File: src/rtl/ncl_flag_unit.sv
// ncl_flag_unit
//   Dual-rail V/N/Z flag generator for the NCL ALU datapath. Operands, result
//   and opcode arrive as dual-rail wavefronts. A single-stage wavefront
//   register captures DATA and releases NULL under a Ki/Ko handshake.
//   The unit also keeps a sticky overflow flag, a saturating overflow event
//   counter and a sticky illegal-code (11 rail pair) error.
//
// Ports
//   clk, rst      clock, synchronous active-high reset
//   a_dr, b_dr    operands A and B, dual-rail (2*W)
//   res_dr        ALU sum/difference, dual-rail (2*W)
//   op_dr         {arith_en, sub} as two dual-rail bits
//   ki            downstream request: 1 = ready for DATA, 0 = ready for NULL
//   clr           clears ovf_sticky and ovf_cnt
//   ko            upstream request: 1 = request DATA, 0 = request NULL
//   flags_dr      dual-rail {V, N, Z}
//   ovf_sticky    set by any captured V=1
//   ovf_cnt       saturating count of captured V=1 wavefronts
//   illegal_err   sticky, set by any 11 rail pair; cleared only by rst
//
// Encoding: logical bit i uses [2i+1] as the true rail and [2i] as the false
// rail. 10 = 1, 01 = 0, 00 = NULL, 11 = illegal.
module ncl_flag_unit #(
  parameter int W     = 8,
  parameter int CNT_W = 8
) (
  input  logic             clk,
  input  logic             rst,
  input  logic [2*W-1:0]   a_dr,
  input  logic [2*W-1:0]   b_dr,
  input  logic [2*W-1:0]   res_dr,
  input  logic [3:0]       op_dr,
  input  logic             ki,
  input  logic             clr,
  output logic             ko,
  output logic [5:0]       flags_dr,
  output logic             ovf_sticky,
  output logic [CNT_W-1:0] ovf_cnt,
  output logic             illegal_err
);

  // Rail pairs across all inputs: A, B, result (W each) plus two opcode bits.
  localparam int NP = 3*W + 2;

  typedef enum logic {S_DATA, S_NULL} state_t;

  state_t               state_q;
  logic                 ko_q;
  logic [5:0]           flags_q;
  logic                 sticky_q;
  logic [CNT_W-1:0]     cnt_q;
  logic [CNT_W-1:0]     cnt_d;
  logic                 sticky_d;
  logic                 ill_q;

  logic [2*NP-1:0]      all_dr;
  logic [NP-1:0]        pair_data;
  logic [NP-1:0]        pair_null;
  logic [NP-1:0]        pair_ill;
  logic [W-1:0]         res_true;

  logic data_complete;
  logic null_complete;
  logic any_ill;
  logic sub;
  logic arith_en;
  logic a_msb;
  logic bp_msb;
  logic res_msb;
  logic v_flag;
  logic n_flag;
  logic z_flag;
  logic capture;
  logic null_ret;

  assign all_dr = {op_dr, res_dr, b_dr, a_dr};

  // Per-pair classification. An 11 pair is neither DATA nor NULL, so it
  // automatically blocks both completeness tests.
  generate
    for (genvar gi = 0; gi < NP; gi++) begin : g_pair
      assign pair_data[gi] = all_dr[2*gi+1] ^ all_dr[2*gi];
      assign pair_null[gi] = ~(all_dr[2*gi+1] | all_dr[2*gi]);
      assign pair_ill[gi]  = all_dr[2*gi+1] & all_dr[2*gi];
    end
    for (genvar gi = 0; gi < W; gi++) begin : g_res
      assign res_true[gi] = res_dr[2*gi+1];
    end
  endgenerate

  assign data_complete = &pair_data;
  assign null_complete = &pair_null;
  assign any_ill       = |pair_ill;

  // On a DATA-complete wavefront the true rail alone carries the logic value.
  assign sub      = op_dr[1];
  assign arith_en = op_dr[3];
  assign a_msb    = a_dr[2*W-1];
  assign bp_msb   = b_dr[2*W-1] ^ sub;
  assign res_msb  = res_dr[2*W-1];

  assign v_flag = arith_en & (a_msb == bp_msb) & (res_msb != a_msb);
  assign n_flag = res_msb;
  assign z_flag = ~|res_true;

  assign capture  = (state_q == S_DATA) && data_complete && ki;
  assign null_ret = (state_q == S_NULL) && null_complete && !ki;

  // Counter/sticky next state; clr takes priority over a coincident capture.
  always_comb begin
    cnt_d    = cnt_q;
    sticky_d = sticky_q;
    if (clr) begin
      cnt_d    = '0;
      sticky_d = 1'b0;
    end else if (capture && v_flag) begin
      sticky_d = 1'b1;
      if (cnt_q != {CNT_W{1'b1}}) begin
        cnt_d = cnt_q + CNT_W'(1);
      end
    end
  end

  always_ff @(posedge clk) begin
    if (rst) begin
      state_q  <= S_DATA;
      ko_q     <= 1'b1;
      flags_q  <= '0;
      sticky_q <= 1'b0;
      cnt_q    <= '0;
      ill_q    <= 1'b0;
    end else begin
      sticky_q <= sticky_d;
      cnt_q    <= cnt_d;
      if (any_ill) begin
        ill_q <= 1'b1;
      end
      case (state_q)
        S_DATA: begin
          if (capture) begin
            flags_q <= {v_flag, ~v_flag, n_flag, ~n_flag, z_flag, ~z_flag};
            ko_q    <= 1'b0;
            state_q <= S_NULL;
          end
        end
        S_NULL: begin
          if (null_ret) begin
            flags_q <= '0;
            ko_q    <= 1'b1;
            state_q <= S_DATA;
          end
        end
        default: begin
          state_q <= S_DATA;
          ko_q    <= 1'b1;
          flags_q <= '0;
        end
      endcase
    end
  end

  assign ko          = ko_q;
  assign flags_dr    = flags_q;
  assign ovf_sticky  = sticky_q;
  assign ovf_cnt     = cnt_q;
  assign illegal_err = ill_q;

endmodule

File: config.mk
export PLATFORM = sky130hd
export DESIGN_NAME = ncl_flag_unit
export DESIGN_NICKNAME = d
export VERILOG_FILES = /design/src/rtl/ncl_flag_unit.sv
export SDC_FILE = /design/constraint.sdc
export NUM_CORES = 1
export LEC_CHECK = 0
export ABC_AREA = 0
export BUFFER_PORTS_ARGS = -buffer_cell sky130_fd_sc_hd__buf_2
export CORE_UTILIZATION = 40
export CTS_CLUSTER_DIAMETER = 50
export CTS_CLUSTER_SIZE = 30
export DETAILED_ROUTE_END_ITERATION = 6
export PLACE_DENSITY_LB_ADDON = 0.2
export SYNTH_ARGS = -nofsm -noshare
export SYNTH_HDL_FRONTEND = slang
export SYNTH_SLANG_ARGS = --single-unit
File: constraint.sdc
create_clock -name clk -period 3.28 [get_ports clk]
set_input_delay 0.656 -clock clk [delete_from_list [all_inputs] [get_ports clk]]
set_output_delay 0.656 -clock clk [all_outputs]
set_load 0.005 [all_outputs]
Word-level counts from Yosys, hierarchy flattened
Index checks and enable logic that the tools add are counted.
{"block": "classes", "n_addsub": 1, "n_eq_ne": 5, "muxes": 9, "bitwise_logic": 110, "reduce_logical": 14}
{"cell": "$reduce_and A26 Y1", "count": 2}
{"cell": "$not A1 Y1", "count": 29}
{"cell": "$and A1 B1 Y1", "count": 28}
{"cell": "$xor A1 B1 Y1", "count": 27}
{"cell": "$or A1 B1 Y1", "count": 26}
{"cell": "$reduce_or A26 Y1", "count": 1}
{"cell": "$mux W6", "count": 2}
{"cell": "$pmux W6 S2", "count": 1}
{"cell": "$add A8 B1 Y8 const B", "count": 1}
{"cell": "$ne A8 B8 Y1 const B", "count": 1}
{"cell": "$reduce_or A8 Y1", "count": 1}
{"cell": "$logic_and A1 B1 Y1", "count": 5}
{"cell": "$mux W1", "count": 4}
{"cell": "$pmux W1 S2", "count": 2}
{"cell": "$reduce_and A2 Y1", "count": 2}
{"cell": "$logic_not A1 Y1", "count": 2}
{"cell": "$ne A2 B1 Y1 const B", "count": 1}
{"cell": "$ne A2 B2 Y1 const B", "count": 1}
{"cell": "$reduce_or A2 Y1", "count": 1}
{"cell": "$eq A1 B1 Y1", "count": 1}
{"cell": "$ne A1 B1 Y1", "count": 1}
{"block": "totals", "register_bits": 18, "input_bits": 56, "out_inout_bits": 17, "wordCells": 145}

Logic depth before layout (Yosys ltp)
Gate-level depths: netlist (run 1).
{"block": "depth", "word_depth": 7, "mapped_depth": 8, "mapped_depth_nobuf": 7}

Least setup slack after synthesis (run 1)
Ideal clock, no wire load.
{"block": "synth_path", "kind": "in2reg", "from": "input res_dr[0]", "to": "register cnt_q[2] (netlist: ovf_cnt[2])", "setup_time_ps": 70, "t_arrival_ps": 2169, "required_time_ps": 3210, "setup_slack_ps": 1041, "cell_stages": 8, "n_path_buf": 1, "path_cell_list": "inv_1 > ha_1 > nand4_1 > nor4_4 > o2111ai_1 > buf_2 > or3_1 > a21oi_1"}
{"block": "synth_between", "elab_chain_cells": 6}
{"item": "from (decl)", "line_no": "31", "text": "input logic [2*W-1:0] res_dr,"}
{"item": "$xor A1 B1 Y1", "line_no": "82", "text": "assign pair_data[gi] = all_dr[2*gi+1] ^ all_dr[2*gi];"}
{"item": "$reduce_and A26 Y1", "line_no": "91", "text": "assign data_complete = &pair_data;"}
{"item": "$logic_and A1 B1 Y1 (2 in a row)", "line_no": "106", "text": "assign capture = (state_q == S_DATA) && data_complete && ki;"}
{"item": "$logic_and A1 B1 Y1", "line_no": "116", "text": "end else if (capture && v_flag) begin"}
{"item": "$reduce_and A2 Y1 (no source line)"}
{"item": "to (signal assigned)", "line_no": "134", "text": "cnt_q <= cnt_d;"}
{"item": "to (decl)", "line_no": "51", "text": "logic [CNT_W-1:0] cnt_q;"}
No other way between the ends.
A chain may end at the register's enable or synchronous reset.

Final worst setup path (run 1)
{"block": "layout_path", "from": "input res_dr[1]", "to": "register cnt_q[5] (netlist: ovf_cnt[5])"}
Same word-level chain as after synthesis.

==> flow_summary.toml, run 1 <==
[clocking]
cts_tree = "done"
cts_buffer_depth = 2
cts_hold_buf = 0
cts_resized = 0
h-tree-depth = 1
postCtsSetupBuffers = 0
cts_root_buffer = "clkbuf_8"
path_clk_slew_ps = 70
cts.sinks = 18
clock_latency_ps = 260
cts_buffers = 3

[power_and_ir_drop]
p_per_area_nw_per_um2 = 230
ir_drop_uv = 244
power_w = 0.000533
p_leak_nw = 1.30

[floorplanning]
row_count = 24
die_area_um2 = 4940
core_area_um2 = 4410
die_y_um = 70.3
fp.dieW_um = 70.3
ios = 73
initial_core_util = 0.423

[global_route]
grt_pass1_wl_um = 7280
antenna_found_initial = 0
grt_pass1_vias = 1680
grt_max_degree = 14
grtUsageTotal = 0.183
grt_remaining_overflow = 0

[finish]
final-seq-area_um2 = 360
drive_above_1_share = 0.266
design_area_um2 = 2320
insertedDiodeCount = 0
area_growth_pct = 24.3
multi_input_area_um2 = 1280
fill_cells = 436
nets = 411

[synthesis]
synth_top_area_frac = 0.355
ys.flop_type = "dfxtp_1"
ys_seq_area_frac = 0.193
syn_avg_cell_area_um2 = 8.12
postSynth.asyncResetShare = 0
synth-edff-count = 0
synth_common_cells = "ha_1 (53), inv_1 (53), dfxtp_1 (18), a21oi_1 (15), nand4_1 (12)"
synth_area_um2 = 1870
ys_ff_latch = 18
ys_warn_count = 0
netlist_instances = 230
syn-num-nets = 339
synthDistinctLibCells = 36
synthTopCellsByArea = "ha_1 (36%), dfxtp_1 (19%), inv_1 (11%)"
synth_top_area_cell = "ha_1"

[run]
cap_violations = 0

[place]
pre_cts_slack_ps = 469
place_area_um2 = 2260
post-dp-hpwl_um = 3780
port_buffers = 72
gp_congestion = 0.794

[timing]
finalHoldViolCount = 0
finalCritPeriodShare = 0.773
fmax_mhz = 394
maxSlewViolCount = 0
tightest_slew_ps = 842
rsz0062_at_grt = "no"
layout_setup_ws_ps = 745
fin_hold_ws_ps = 462
fin_crit_ps = 2540
relSlewSlack = 0.438
fin_skew_ps = 2.05
setup_tns_ps = 0
setup_viol = 0

[drt]
first_pass_iters = 4
drt_iter0_drc = 36
avgRoutedWirePerCell_um = 12.5
vias_per_cell = 4.88
antenna_left = 0
dr_total_vias = 1723
drc_errors = 0
drt-total-wl_um = 4420

[setup_path]
path_buf_inv = 2
r2r_setup_slack_ps = 1160
crit_path_end_kind = "register"
crit_fanout = 13
path_class = "in2reg"
critical_path.max_stage_delay_ps = 550
crit_chain = "buf_2 -> inv_1 -> ha_1 -> nand4_1 -> nor4_4 -> o2111ai_1 -> or4_1 -> a21oi_1"
timing.rr.end = "ovf_cnt[5]"
crit_path_start = "res_dr[1]"
rr_worst_depth = 5
r2r_start = "state_q"
cp_slowest_cell = "or4_1"
cp.depth = 8
critical_path_arrival_ps = 2730
path_delay_family = "simple AND/OR/NAND/NOR gates"
cp-start-kind = "primary input"
crit_required_ps = 3480

[hold_path]
hold_end = "flags_dr[3]"
whs_path_depth = 2
min_path_type = "reg2reg"
hp-start = "flags_dr[3]"

[run_status]
status = "finished clean"
==> placed cells by master (no fill, tap or decap), drive strengths merged, types with 2 or more instances in the layout <==
cell type	Yosys	routed
clkbuf	2	4
o31ai	2	2
nand2	6	6
nand4b	2	2
and2	2	2
o21ai	9	9
nor3	3	3
dfxtp	18	18
nor4	11	11
inv	53	53
nand3b	2	2
a21oi	15	15
ha	53	53
buf	3	72
a211o	2	2
nand3	11	11
nand4	12	12
nor2	9	9
or3	3	3
or4	2	2
==> worst min-delay path, cell delays in order (launching register included) <==
cell and delay (ps):
dfxtp_1 310, nand3_1 60, a21oi_1 50
==> stage by stage <==
step,util,std cells
3_3_place_gp,0.513,349
6_report,0.526,353
5_1_grt,0.526,353
2_1_floorplan,-,230
3_5_place_dp,0.513,349
4_1_cts,0.526,353
==> flip-flops by register name (all words and copies together) (netlist names) <==
| register | cells |
|---|---|
| ovf_sticky | 1 |
| flags_dr | 6 |
| state_q | 1 |
| ovf_cnt | 8 |
| ko | 1 |
| illegal_err | 1 |
==> layer usage <==
| layer | part of all wire | vias up | GRT usage |
|---|---|---|---|
| met3 | 0.045 | 5 | 0.0274 |
| li1 | - | 919 | - |
| met4 | 0.0091 | 0 | 0.0467 |
| met5 | 0 | - | 0 |
| met2 | 0.47 | 39 | 0.314 |
| met1 | 0.47 | 760 | 0.238 |
==> area by class of cell <==
cell class / count / share of cell area
Inverter: 53 / 0.0858
Timing Repair Buffer: 72 / 0.155
Tap cell: 52 / 0.0280
Multi-Input combinational cell: 154 / 0.552
Sequential cell: 18 / 0.155
Clock buffer: 4 / 0.0237
==> worst max-delay path by stage <==
stage / end / slack [ps]
final: ovf_cnt[5] / 740
after global routing: ovf_cnt[5] / 550
after CTS: ovf_cnt[7] / 730
after detailed placement: ovf_cnt[7] / 470
after global placement: ovf_cnt[5] / 520
after floorplan: ovf_cnt[2] / 1040
==> where the power goes <==
part,internal (W),switching [W],leakage [nW]
Clock,0.000107,0.0000792,0.0288
Sequential,0.000219,0.000000420,0.145
Combinational,0.0000596,0.0000676,1.12
Total,0.000386,0.000147,1.30
==> cell families after synthesis <==
kind of cell | share of synthesized area
AO/OA/AOI/OAI | 0.0952
XOR/XNOR | 0.00939
adder cells (fa/ha/maj) | 0.355
buffers and inverters | 0.121
flip-flops | 0.193
multiplexers | 0.0114
AND/OR/NAND/NOR | 0.214
Note: power is estimated with default switching activity, not from simulation.
==> run 2: changes to the inputs <==
clock period = 2.5 ns   (was 3.28 ns; I/O delays follow)
==> run 2 against run 1 <==
Effect of this change: critical path depth rose by 1; register-to-register slack lost 510 ps; cell count grew 1.4%; non-clock buffer count is 5 higher; largest power group unchanged; critical endpoint unchanged; via count rose by 3.0%; sequential power up 31%; power increased by 31%; die area is the same.
==> flow_summary.toml, run 2 (same netlist as run 1, synthesis figures left out) <==
[hold_path]
whs_path_depth = 2
hold_end = "flags_dr[3]"
min_path_type = "reg2reg"
hp-start = "flags_dr[3]"

[clocking]
cts_hold_buf = 0
cts_buffers = 3
path_clk_slew_ps = 70
clock_latency_ps = 250
cts_tree = "done"
cts_resized = 0
cts.sinks = 18
cts_buffer_depth = 2
cts_root_buffer = "clkbuf_8"
h-tree-depth = 1
postCtsSetupBuffers = 0

[drt]
drt_iter0_drc = 53
avgRoutedWirePerCell_um = 12.6
drt-total-wl_um = 4520
dr_total_vias = 1774
drc_errors = 0
highest_layer = "met4"
vias_per_cell = 4.96
wl_met2_um = 2250
first_pass_iters = 6
wl_met1_um = 1990
wl_met3_um = 233
antenna_left = 0

[timing]
setup_tns_ps = 0
fin_crit_ps = 2120
setup_viol = 0
maxSlewViolCount = 0
fin_skew_ps = 2.62
finalCritPeriodShare = 0.849
tightest_slew_ps = 420
layout_setup_ws_ps = 377
relSlewSlack = 0.717
fmax_mhz = 471
finalHoldViolCount = 0
rsz0062_at_grt = "no"

[setup_path]
rr_worst_depth = 6
timing.rr.end = "ovf_cnt[5]"
crit_fanout = 13
critical_path_arrival_ps = 2310
crit_path_end_kind = "register"
cp-start-kind = "primary input"
crit_required_ps = 2690
r2r_start = "state_q"
path_class = "in2reg"
r2r_setup_slack_ps = 650

[finish]
layout_commonest_cell = "buf_2"
area_growth_pct = 26.3
insertedDiodeCount = 0
final_cell_mix = "buf_2 (72), inv_1 (53), ha_1 (53), dfxtp_1 (18), a21oi_1 (15)"
drive_above_1_share = 0.278
largest_reg_flops = 8
nets = 416

[power_and_ir_drop]
p_leak_nw = 1.32
switching_share = 0.271
p_int_w = 0.000508
p_per_area_nw_per_um2 = 296
clkPwrFrac = 0.340
p_comb_frac = 0.247
seqPwrFrac = 0.413
p_switching_w = 0.000189
ir_drop_uv = 265

[floorplanning]
ios = 73
row_count = 24
initial_core_util = 0.423
core_area_um2 = 4410
die_y_um = 70.3
fp.dieW_um = 70.3
die_area_um2 = 4940

[global_route]
grt_remaining_overflow = 0
antenna_found_initial = 0
grtUsageTotal = 0.194
grt_pass1_vias = 1790
grt_pass1_wl_um = 7710
grt_max_degree = 14

[place]
pre_cts_slack_ps = 107
port_buffers = 72
gp_congestion = 0.801
post-dp-hpwl_um = 3850

[run_status]
status = "finished clean"

[run]
cap_violations = 0
-- run 2: final cells by class --
class / count / area [um^2]
clock buffer: 4 / 55.1
inverter: 53 / 199
fill: 450 / 2060
sequential: 18 / 360
tap: 52 / 65.1
timing repair buffer: 77 / 398
multi-input combinational: 154 / 1280
-- run 2: power groups by stage --
stage / Combinational, W / Sequential (W) / Clock (W)
final: 0.000172 / 0.000288 / 0.000237
after global routing: 0.000201 / 0.000288 / 0.000258
after CTS: 0.000175 / 0.000288 / 0.000243
after detailed placement: 0.000173 / 0.000295 / 0
after global placement: 0.000170 / 0.000295 / 0
after floorplan: 0.0000828 / 0.000295 / 0
-- run 2: how the worst max path moves through the flow --
stage | from | end | slack (ps)
after floorplan | res_dr[0] | ovf_cnt[2] | 420
after global placement | res_dr[1] | ovf_cnt[5] | 140
after detailed placement | res_dr[13] | ovf_cnt[5] | 110
after CTS | res_dr[11] | ovf_cnt[5] | 370
after global routing | res_dr[1] | ovf_cnt[5] | 190
final | res_dr[1] | ovf_cnt[5] | 380
-- run 2: critical path, cell delays in order --
cell and delay [ps]:
buf_2 120, inv_1 50, ha_1 260, nand4_1 140
nor4_4 350, o2111ai_1 150, buf_4 200, or4_1 390
a21oi_1 140
-- run 2: per-stage QoR --
step | cells | power, W | utilization | hold slack, ps | cell area (um^2)
3_3_place_gp | 354 | 0.000464 | 0.522 | 445 | 2300
6_report | 358 | 0.000698 | 0.534 | 462 | 2360
5_1_grt | 358 | 0.000747 | 0.534 | 477 | 2360
4_1_cts | 358 | 0.000706 | 0.534 | 465 | 2360
3_5_place_dp | 354 | 0.000468 | 0.522 | 450 | 2300
2_1_floorplan | 230 | 0.000377 | - | 460 | 1870
-- run 2: layer usage --
metal  vias to the layer above  global-route usage
met2                        47               0.350
met5                         -                   0
li1                        931                   -
met4                         0              0.0489
met1                       790               0.234
met3                         6              0.0361
